--- src/rtl/mem_port_arbiter.sv ---
// Single-port RAM arbiter between instruction fetch (if_*) and load/store (d_*) requesters.
// Build option: MEM_ARB_ROUND_ROBIN_EN selects round-robin instead of data-first fixed priority.
module mem_port_arbiter #(
   parameter int ADDR_W     = 32,
   parameter int DATA_W     = 32,
   parameter int RD_LATENCY = 1
) (
   input  logic              clk,
   input  logic              rst_n,
   input  logic              if_req,
   input  logic [ADDR_W-1:0] if_addr,
   output logic              if_gnt,
   output logic              if_rvalid,
   output logic [DATA_W-1:0] if_rdata,
   input  logic              d_req,
   input  logic              d_we,
   input  logic [ADDR_W-1:0] d_addr,
   input  logic [DATA_W-1:0] d_wdata,
   output logic              d_gnt,
   output logic              d_rvalid,
   output logic [DATA_W-1:0] d_rdata,
   output logic [ADDR_W-1:0] ram_adress,
   output logic [DATA_W-1:0] data_out_ram,
   output logic              ram_enable_write,
   input  logic [DATA_W-1:0] data_in_ram,
   output logic              busy
);

   if (RD_LATENCY < 1 || RD_LATENCY > 8) begin : g_bad_latency
      $error("mem_port_arbiter: RD_LATENCY must be in 1..8");
   end

   typedef enum logic [1:0] {IDLE, ISSUE, WAIT, RESP} state_t;

   localparam logic [2:0] CNT_INIT = 3'(RD_LATENCY - 1);

   state_t     state, state_nxt;
   logic       win_d;      // current owner: 1 = data port, 0 = fetch port
   logic       last_d;     // previous owner, for round-robin
   logic       is_store;
   logic [2:0] cnt;
   logic       any_req;
   logic       pick_d;

   always_comb begin
      any_req = if_req | d_req;
`ifdef MEM_ARB_ROUND_ROBIN_EN
      pick_d  = d_req & (~if_req | ~last_d);
`else
      pick_d  = d_req;
`endif
   end

   always_ff @(posedge clk or negedge rst_n) begin
      if (!rst_n) state <= IDLE;
      else        state <= state_nxt;
   end

   always_comb begin
      state_nxt = state;
      case (state)
         IDLE:    if (any_req) state_nxt = ISSUE;
         ISSUE:   state_nxt = is_store ? IDLE : WAIT;
         WAIT:    if (cnt == 3'd0) state_nxt = RESP;
         RESP:    state_nxt = IDLE;
         default: state_nxt = IDLE;
      endcase
   end

   always_ff @(posedge clk or negedge rst_n) begin
      if (!rst_n) begin
         win_d            <= 1'b0;
         last_d           <= 1'b0;
         is_store         <= 1'b0;
         cnt              <= 3'd0;
         if_gnt           <= 1'b0;
         d_gnt            <= 1'b0;
         if_rvalid        <= 1'b0;
         d_rvalid         <= 1'b0;
         if_rdata         <= '0;
         d_rdata          <= '0;
         ram_adress       <= '0;
         data_out_ram     <= '0;
         ram_enable_write <= 1'b0;
         busy             <= 1'b0;
      end else begin
         if_gnt           <= 1'b0;
         d_gnt            <= 1'b0;
         if_rvalid        <= 1'b0;
         d_rvalid         <= 1'b0;
         ram_enable_write <= 1'b0;
         busy             <= (state_nxt != IDLE);
         case (state)
            IDLE: if (any_req) begin
               win_d            <= pick_d;
               is_store         <= pick_d & d_we;
               ram_adress       <= pick_d ? d_addr : if_addr;
               if (pick_d) data_out_ram <= d_wdata;
               ram_enable_write <= pick_d & d_we;
               if_gnt           <= ~pick_d;
               d_gnt            <= pick_d;
            end
            ISSUE: begin
               last_d <= win_d;
               cnt    <= CNT_INIT;
            end
            WAIT: begin
               cnt <= cnt - 3'd1;
               // Last wait cycle: RAM data is valid now, present it next cycle.
               if (cnt == 3'd0) begin
                  if (win_d) begin
                     d_rdata  <= data_in_ram;
                     d_rvalid <= 1'b1;
                  end else begin
                     if_rdata  <= data_in_ram;
                     if_rvalid <= 1'b1;
                  end
               end
            end
            default: ;
         endcase
      end
   end

endmodule

--- config.mk ---
export PLATFORM = sky130hd
export DESIGN_NAME = mem_port_arbiter
export DESIGN_NICKNAME = d
export VERILOG_FILES = /design/src/rtl/mem_port_arbiter.sv
export SDC_FILE = /design/constraint.sdc
export NUM_CORES = 1
export LEC_CHECK = 0
export ABC_AREA = 1
export CAP_MARGIN = 20
export CORE_MARGIN = 4
export CORE_UTILIZATION = 40
export DETAILED_ROUTE_END_ITERATION = 12
export GPL_TIMING_DRIVEN = 0
export HOLD_SLACK_MARGIN = 0.15
export PLACE_DENSITY = 0.78
export SLEW_MARGIN = 20
export SYNTH_ARGS = -nofsm -noshare
export SYNTH_HDL_FRONTEND = slang
export SYNTH_SLANG_ARGS = --single-unit
--- constraint.sdc ---
create_clock -name clk -period 2.3 [get_ports clk]
set_clock_uncertainty 0.1 [all_clocks]
set_input_delay 0.345 -clock clk [delete_from_list [all_inputs] [get_ports clk]]
set_output_delay 0.345 -clock clk [all_outputs]
set_load 0.02 [all_outputs]
==> results.json, run 1 <==
{
  "hpwl_microns": 12800,
  "antenna_cells": 0,
  "die-area_sq_um": 16400,
  "antenna_found_initial": 0,
  "place_congestion": 0.836,
  "yosysWarningCount": 0,
  "fillers": 1129,
  "netlist_instances": 670,
  "worst_pin_slew_ns": 0.477,
  "core-area_sq_um": 14000,
  "synthAdderAreaFrac_pct": 1.09,
  "maxCapViolations": 0,
  "clkLatencyLatePin_ns": 0.40,
  "grt_overflow": 0,
  "cts-root-buf": "clkbuf_16",
  "relSlewSlack_pct": 68.2,
  "synth_top_family_by_area": "simple AND/OR/NAND/NOR gates",
  "track_usage_pct": 21.1,
  "cp_slowest_cell": "clkbuf_1",
  "crit_fanout": 10,
  "ctsHoldBuffers": 1,
  "tritoncts": "yes",
  "clkTransAtPathRegs_ns": 0.06,
  "vias": 5266,
  "pwr_density_cell_nw_per_um2": 1420,
  "setup_ws_ns": 0.367,
  "drtIter0Drc": 237,
  "min_period_ns": 1.93,
  "port_buffers": 266,
  "regArea_sq_um": 3530,
  "synth_area_sq_um": 5750,
  "crit_chain": "inv_1 -> ha_1 -> ha_1 -> nand3_1 -> buf_2 -> clkbuf_1 -> o21ai_0",
  "h-tree-depth": 4,
  "worstPathRequired_ns": 2.46,
  "die_x_microns": 128,
  "finalNetCount": 1095,
  "slew_viol_final": 0,
  "grt_max_degree": 92,
  "wl_per_cell_microns": 14.8,
  "tns_ns": 0,
  "crit_top_cell": "ha_1",
  "multi_input_area_sq_um": 1750,
  "cts_resized": 0,
  "grt_pass1_vias": 5334,
  "clock_path_buffers": 2,
  "place_ws_ns": 0.340,
  "synthMuxAreaShare_pct": 0,
  "ys_seq_area_share_pct": 61.3,
  "leakage_uw": 0.00462,
  "initial_core_util_pct": 41.1,
  "syn_area_per_cell_sq_um": 8.59,
  "slowest_delay_ns": 0.40,
  "clkSinkCount": 141,
  "crit_family": "buffers and inverters",
  "routed_wl_microns": 17000,
  "crit_path_start_kind": "register",
  "grt_pass1_wl_microns": 27100,
  "hold_viol": 0,
  "via_per_inst": 4.59,
  "die_h_microns": 128,
  "ys_types": 16,
  "ys_ff_latch": 141,
  "fmax_ghz": 0.517,
  "ir_drop_uv": 964,
  "synth_xor_area_share_pct": 0,
  "drc": 0,
  "crit_type": "register to register",
  "synth_nets": 808,
  "worstPathArrival_ns": 2.10,
  "crit_buf_inv": 3,
  "synth-simple-area-share_pct": 20.5,
  "fin_area_sq_um": 9260,
  "numCtsBuffers": 17,
  "cts_setup_buffers": 0,
  "min_path_type": "input pin to async pin",
  "rsz0062_at_grt": "false",
  "synth_compound_area_share_pct": 8.85,
  "syn_to_final_growth_pct": 60.8,
  "place_area_sq_um": 8670,
  "firstDrtPassIters": 4,
  "rows": 43,
  "drive_above_1_share_pct": 5.89,
  "power_uw": 13200,
  "setup_violations": 0,
  "status": "complete, no violations",
  "io_pins": 267,
  "ant_nets": 0,
  "cp-end-kind": "register",
  "finalCritPeriodShare_pct": 84.0
}
## through the flow
stage / hold slack [ns] / utilization [%] / cells
after floorplan: -0.0506 / - / 670
after global placement: 0.361 / 61.8 / 1116
after detailed placement: 0.184 / 62.0 / 1117
after CTS: 0.334 / 66.2 / 1148
after global routing: 0.342 / 66.2 / 1148
final: 0.340 / 66.2 / 1148
## routing by layer
metal	part of all wire [%]	up-vias	wire (microns)	GRT usage [%]
li1	-	2622	-	-
met1	40	2442	6880	25.5
met2	49	172	8350	35.0
met3	8.1	30	1370	7.29
met4	2.3	0	397	7.62
met5	0	-	0	0
## logic make-up (layout without fill, tap and decap cells)
group                      Yosys count  count (layout)
and+or+nand+nor                    311             311
DFF                                141             141
buffers and inverters              112             410
AOI/OAI and AO/OA                  101             101
adders and majority gates            5               5
## worst paths after layout
kind,end,start,cells after the start,slack (ns)
worst min-delay path,if_rdata[1]$_DFFE_PN0P_,rst_n,2,0.34
worst min register to register,data_out_ram[30]$_DFFE_PN0P_,data_out_ram[30]$_DFFE_PN0P_,2,0.37
worst max-delay path,d_rdata[29]$_DFFE_PN0P_,cnt[0]$_DFFE_PN0P_,7,0.37
min in group clk,data_out_ram[14]$_DFFE_PN0P_,d_wdata[14],3,0.37
worst max register to register,d_rdata[29]$_DFFE_PN0P_,cnt[0]$_DFFE_PN0P_,7,0.37
max in group asynchronous,data_out_ram[26]$_DFFE_PN0P_,rst_n,3,0.98
## layout make-up
class | instances | share of cell area (%)
clock buffers | 24 | 5.53
plain buffers | 33 | 1.93
multi-input cells | 417 | 18.9
clock inverters | 6 | 0.635
inverters | 79 | 3.20
flip-flops and latches | 141 | 38.1
repair buffers | 268 | 29.2
well taps | 180 | 2.43
## Yosys cell counts
| cell | instances | share of area (%) |
|---|---|---|
| inv_2 | 1 | 0.065 |
| nor2_1 | 5 | 0.33 |
| buf_4 | 3 | 0.39 |
| o21ai_0 | 97 | 8.4 |
| buf_6 | 3 | 0.59 |
| dfrtp_1 | 141 | 61 |
| nand3_1 | 5 | 0.43 |
| o22ai_1 | 3 | 0.33 |
| o21ai_1 | 1 | 0.087 |
| clkinv_1 | 1 | 0.065 |
| nand2_2 | 2 | 0.22 |
| nand2_1 | 299 | 20 |
| buf_2 | 17 | 1.5 |
| ha_1 | 5 | 1.1 |
| clkbuf_1 | 10 | 0.65 |
| inv_1 | 77 | 5.0 |
## report_power, final
group	switching, uW	internal, uW	total (uW)	leakage [uW]
Combinational	3440	2840	6290	0.00259
Sequential	608	3670	4280	0.00174
Clock	966	1640	2610	0.000288
Total	5020	8160	13200	0.00462
## worst reg2reg max path, cell delays in order (launching register included)
cell and delay [ns]:
dfrtp_1 0.32, inv_1 0.06, ha_1 0.20, ha_1 0.21, nand3_1 0.12, buf_2 0.23, clkbuf_1 0.41, o21ai_0 0.15
## sequential cells by signal, summed over array words and instances (netlist names), 2 cells and up
name,count
state,2
d_rdata,32
data_out_ram,32
ram_adress,32
if_rdata,32
cnt,3
## placed cells by master, fill, tap and decap left out, types with 6 or more instances in the layout
cell / count
buf_2: 17
o21ai_0: 97
dfrtp_1: 141
clkbuf_16: 17
nand2_1: 299
clkdlybuf4s50_1: 265
clkbuf_8: 6
clkbuf_1: 11
inv_1: 77
Note: power is estimated with default switching activity, not from simulation.
==> inputs of run 2 (changes only) <==
- CORE_UTILIZATION: 40 -> 37
- PLACE_DENSITY: 0.78 -> 0.76
- clock period: 2.3 -> 1.6 ns (I/O delays scaled with it)
==> results.json, run 2 (synthesis results as in run 1) <==
{
  "status": "complete, no violations",
  "crit_cells": 6,
  "power_uw": 18400,
  "rsz0062_at_grt": "false",
  "setup_violations": 0,
  "relSlewSlack_pct": 69.0,
  "cts-root-buf": "clkbuf_16",
  "drc": 0,
  "hold_viol": 0,
  "wl_per_cell_microns": 14.7,
  "place_congestion": 0.813,
  "clock_path_buffers": 2,
  "vias": 5278,
  "core-area_sq_um": 15200,
  "initial_core_util_pct": 37.9,
  "tns_ns": 0,
  "min_path_type": "input pin to async pin",
  "slowest_delay_ns": 0.40,
  "crit_path_start_kind": "register",
  "die_x_microns": 133,
  "die_h_microns": 133,
  "fmax_ghz": 0.668,
  "antenna_found_initial": 0,
  "fillers": 1348,
  "antenna_cells": 0,
  "crit_fanout": 10,
  "crit_buf_inv": 3,
  "grt_overflow": 0,
  "die-area_sq_um": 17600,
  "clkLatencyLatePin_ns": 0.41,
  "clkSinkCount": 141,
  "final_common_cell": "nand2_1",
  "crit_family": "buffers and inverters",
  "worstPathArrival_ns": 1.72,
  "ir_drop_uv": 1070,
  "slew_viol_final": 0,
  "worstPathRequired_ns": 1.83,
  "ant_nets": 0,
  "min_period_ns": 1.50,
  "maxCapViolations": 0,
  "worst_pin_slew_ns": 0.465,
  "clkTransAtPathRegs_ns": 0.06,
  "place_ws_ns": -0.387,
  "crit_type": "register to register",
  "cp-end-kind": "register",
  "h-tree-depth": 4,
  "grt_max_degree": 93,
  "grt_pass1_wl_microns": 27400,
  "syn_to_final_growth_pct": 62.3,
  "numCtsBuffers": 17,
  "io_pins": 267,
  "grt_pass1_vias": 5343,
  "leakage_uw": 0.00502,
  "crit_chain": "inv_2 -> ha_4 -> nand3_2 -> buf_6 -> clkbuf_4 -> o21ai_0",
  "rows": 45,
  "pwr_density_cell_nw_per_um2": 1970,
  "tritoncts": "yes",
  "finalNetCount": 1101,
  "finalCritPeriodShare_pct": 93.5,
  "track_usage_pct": 19.5,
  "place_inst": 1125,
  "final_cells": 1162,
  "reg2regPathDepth": 6,
  "cp_slowest_cell": "dfrtp_1",
  "setup_ws_ns": 0.103,
  "drtIter0Drc": 259,
  "port_buffers": 266,
  "regArea_sq_um": 3530,
  "firstDrtPassIters": 4,
  "multi_input_area_sq_um": 1840,
  "drive_above_1_share_pct": 8.73,
  "via_per_inst": 4.54,
  "routed_wl_microns": 17100,
  "hpwl_microns": 12800,
  "most-common-layout-cells": "nand2_1 (298), dfrtp_1 (141), dlygate4sd2_1 (134)"
}
run 2: cell count changes in the layout (fill, tap and decap cells not counted), sizes merged:
| cell | previous run | this run |
|---|---|---|
| clkdlybuf4s50 | 265 | 131 |
| dlygate4sd2 | 0 | 134 |
| clkbuf | 34 | 27 |
| buf | 25 | 31 |
| clkinvlp | 0 | 5 |
| bufinv | 1 | 3 |
| clkinv | 6 | 4 |
| inv | 78 | 80 |
run 2: metal layers:
metal / wire [microns] / part of all wire, % / track usage (%) / vias up
li1: - / - / - / 2624
met1: 6970 / 41 / 23.9 / 2444
met2: 8520 / 50 / 32.7 / 185
met3: 1250 / 7.3 / 6.12 / 25
met4: 378 / 2.2 / 6.87 / 0
met5: 0 / 0 / 0 / -
run 2: final cells by class:
class	instances	share of cell area [%]
plain buffers	33	2.83
clock buffers	17	4.55
clock inverters	13	1.80
inverters	79	3.19
multi-input cells	417	19.7
flip-flops and latches	141	37.8
well taps	188	2.52
repair buffers	274	27.6
run 2: worst reg2reg max path: cells and delay by family (launching register included):
| kind | cells | cell delay (ns) |
|---|---|---|
| AOI/OAI and AO/OA | 1 | 0.17 |
| adders and majority gates | 1 | 0.19 |
| and+or+nand+nor | 1 | 0.10 |
| DFF | 1 | 0.40 |
| buffers and inverters | 3 | 0.46 |
run 2: power by group:
part           leakage [uW]  internal, uW  total (uW)  switching, uW
Clock              0.000274          2440        3940           1500
Sequential          0.00174          5270        6100            828
Combinational       0.00300          3260        8350           5100
run 2: per-stage QoR:
step           utilization [%]  instance area (sq um)  hold WS, ns
2_1_floorplan                -                   5750       -0.156
3_3_place_gp              56.9                   8650        0.361
3_5_place_dp              57.1                   8680       0.0716
4_1_cts                   61.0                   9280        0.220
5_1_grt                   61.4                   9340        0.250
6_report                  61.4                   9340        0.219
run 2: final timing paths:
path / start / end / slack (ns)
max: state[0]$_DFF_PN0_ / if_rdata[11]$_DFFE_PN0P_ / 0.10
min: rst_n / if_rdata[1]$_DFFE_PN0P_ / 0.22
max reg2reg: state[0]$_DFF_PN0_ / if_rdata[11]$_DFFE_PN0P_ / 0.10
min reg2reg: ram_adress[6]$_DFFE_PN0P_ / ram_adress[6]$_DFFE_PN0P_ / 0.37
max in group asynchronous: rst_n / state[0]$_DFF_PN0_ / 0.38
min in group clk: d_wdata[6] / data_out_ram[6]$_DFFE_PN0P_ / 0.25
run 2: repair_timing:
item                       in CTS  in global routing
hold endpoints to repair      141                  0
setup endpoints to repair     263                120
pin swaps                       0                  1
hold buffers                    1                  0
gates resized for setup       195                 15
setup buffers                   3                  3
==> inputs of run 3 (changes only) <==
--- a/config.mk
+++ b/config.mk
@@ -7,6 +7,6 @@
 export LEC_CHECK = 0
-export ABC_AREA = 1
+export ABC_AREA = 0
 export CAP_MARGIN = 20
 export CORE_MARGIN = 4
-export CORE_UTILIZATION = 37
+export CORE_UTILIZATION = 38
 export DETAILED_ROUTE_END_ITERATION = 12
@@ -15,2 +15,3 @@
 export PLACE_DENSITY = 0.76
+export SETUP_SLACK_MARGIN = 0.1
 export SLEW_MARGIN = 20
--- a/constraint.sdc
+++ b/constraint.sdc
@@ -4,2 +4,2 @@
 set_output_delay 0.24 -clock clk [all_outputs]
-set_load 0.02 [all_outputs]
+set_load 0.05 [all_outputs]
==> results.json, run 3 <==
{
  "maxCapViolations": 0,
  "core-area_sq_um": 15800,
  "async_reset_ff_share_pct": 100,
  "track_usage_pct": 17.5,
  "ys_seq_area_share_pct": 57.5,
  "crit_type": "register to register",
  "min_path_type": "input pin to async pin",
  "synth_top_family_by_area": "multiplexers",
  "hold_viol": 0,
  "synthMuxAreaShare_pct": 34.5,
  "fmax_ghz": 0.575,
  "reg2regPathDepth": 6,
  "synth_top_area_cell": "dfrtp_1",
  "wl_per_cell_microns": 19.5,
  "crit_path_start_kind": "register",
  "synth_xor_area_share_pct": 0,
  "grt_pass1_vias": 4507,
  "violations": "negative setup slack",
  "vias": 4208,
  "setup_ws_ns": -0.138,
  "synth_nets": 494,
  "holdWs_ns": 0.229,
  "slowest_delay_ns": 0.40,
  "crit_chain": "buf_6 -> ha_4 -> buf_6 -> nand3_4 -> clkbuf_16 -> mux2_4",
  "worst_pin_slew_ns": 0.467,
  "numCtsBuffers": 17,
  "crit_top_cell": "buf_6",
  "yosysTopAreaCellShare_pct": 57.5,
  "port_buffers": 266,
  "drc": 0,
  "ys_ff_latch": 141,
  "fin_area_sq_um": 9930,
  "place_congestion": 0.769,
  "r2r_slack_ns": -0.14,
  "synth_compound_area_share_pct": 1.16,
  "synth-edff-count": 0,
  "min_period_ns": 1.74,
  "leakage_uw": 0.00490,
  "synth-simple-area-share_pct": 1.53,
  "worstPathRequired_ns": 1.80,
  "routed_wl_microns": 17500,
  "critPathCapture": "d_rdata[11]$_DFFE_PN0P_",
  "die_h_microns": 135,
  "die_x_microns": 135,
  "setup_violations": 93,
  "power_uw": 25000,
  "synth_common_cells": "dfrtp_1 (141), mux2_4 (83), mux2_2 (77)",
  "drive_above_1_share_pct": 57.2,
  "cts-root-buf": "clkbuf_16",
  "rows": 46,
  "r2r-start": "state[1]$_DFF_PN0_",
  "ir_drop_uv": 920,
  "antenna_cells": 0,
  "grt_pass1_wl_microns": 24600,
  "pwr_density_cell_nw_per_um2": 2520,
  "grt_overflow": 0,
  "relSlewSlack_pct": 68.9,
  "synthAdderAreaFrac_pct": 1.02,
  "clkLatencyLatePin_ns": 0.41,
  "ys.flop_type": "dfrtp_1",
  "hpwl_microns": 11700,
  "syn_to_final_growth_pct": 61.9,
  "syn_area_per_cell_sq_um": 17.2,
  "via_per_inst": 4.67,
  "yosysWarningCount": 0,
  "netlist_instances": 356,
  "ant_nets": 0,
  "initial_core_util_pct": 38.7,
  "synth_area_sq_um": 6130,
  "clkTransAtPathRegs_ns": 0.06,
  "crit_fanout": 6,
  "cp-end-kind": "register",
  "critPathLaunch": "state[1]$_DFF_PN0_",
  "h-tree-depth": 4,
  "clkSinkCount": 141,
  "drtIter0Drc": 107,
  "most-common-layout-cells": "mux2_4 (150), dfrtp_1 (141), clkdlybuf4s50_1 (131)",
  "cp_slowest_cell": "dfrtp_1",
  "rsz0062_at_grt": "true",
  "worstPathArrival_ns": 1.93,
  "finalCritPeriodShare_pct": 109,
  "clock_path_buffers": 2,
  "status": "finished with violations",
  "final_common_cell": "mux2_4",
  "antenna_found_initial": 0,
  "tritoncts": "yes",
  "synth.most_common_cell": "dfrtp_1",
  "io_pins": 267,
  "place_area_sq_um": 9170,
  "die-area_sq_um": 18200,
  "firstDrtPassIters": 4,
  "rr_endpoint": "d_rdata[11]$_DFFE_PN0P_",
  "slew_viol_final": 0,
  "finalNetCount": 811,
  "synth_area_leaders": "dfrtp_1 (58%), mux2_4 (20%), mux2_2 (14%), buf_6 (1.8%), buf_12 (1.6%)",
  "ys_types": 23,
  "grt_max_degree": 90
}
[run 3: layout make-up]
cell class                      instances  area, sq um
Buffer                                 17          299
Clock buffer                           20          467
Clock inverter                         11         93.8
Fill cell                            1210         5900
Inverter                                8         30.0
Multi-Input combinational cell        189         2690
Sequential cell                       141         3530
Tap cell                              216          270
Timing Repair Buffer                  299         2550
[run 3: kinds of logic (layout without fill, tap and decap cells)]
family	count (synthesis)	count (layout)
DFF	141	141
AOI/OAI and AO/OA	10	11
buffers and inverters	27	355
adders and majority gates	5	5
and+or+nand+nor	13	13
muxes	160	160
[run 3: timing repair]
action	CTS	global route
hold buffers	1	0
resized for setup	603	158
endpoints found under the setup margin	265	179
gates cloned	1	12
pin swaps	1	5
endpoints found under the hold margin	141	0
buffers inserted	13	7
[run 3: power by group]
group	switching (uW)	total (uW)	internal, uW
registers	1010	6390	5380
clock network	1490	3730	2240
logic	9090	14900	5810
total	11600	25000	13400
[run 3: how the worst min path moves through the flow]
stage                         startpoint                    to  slack, ns  cells past startpoint
floorplan                          rst_n        busy$_DFF_PN0_      -0.16                      0
CTS                                rst_n       d_gnt$_DFF_PN0_       0.23                      2
detailed placement                 rst_n       d_gnt$_DFF_PN0_       0.08                      1
global route                       rst_n       d_gnt$_DFF_PN0_       0.26                      2
global placement    is_store$_DFFE_PN0P_  is_store$_DFFE_PN0P_       0.37                      1
finish                             rst_n       d_gnt$_DFF_PN0_       0.23                      2
[run 3: stage by stage]
stage	TNS, ns	utilization (%)	std cells	setup slack (ns)
after floorplan	-1.56	-	356	-0.0583
after global placement	-749.82	57.7	838	-5.20
after detailed placement	-22.58	57.9	839	-0.366
after CTS	-9.53	61.0	885	-0.117
after global routing	-12.68	62.7	901	-0.190
final	-7.05	62.7	901	-0.138
[run 3: worst max-delay path: cells and delay by family (launching register included)]
kind | cells | cell delay, ns
buffers and inverters | 3 | 0.46
flip-flops | 1 | 0.40
multiplexers | 1 | 0.31
AND/OR/NAND/NOR | 1 | 0.20
adder cells (fa/ha/maj) | 1 | 0.15
[run 3: routing by layer]
layer  wire (microns)  track usage (%)  vias up
li1                 -                -     1900
met1             7020             20.0     2109
met2             8940             30.5      177
met3             1300             6.22       22
met4              284             6.44        0
met5                0                0        -
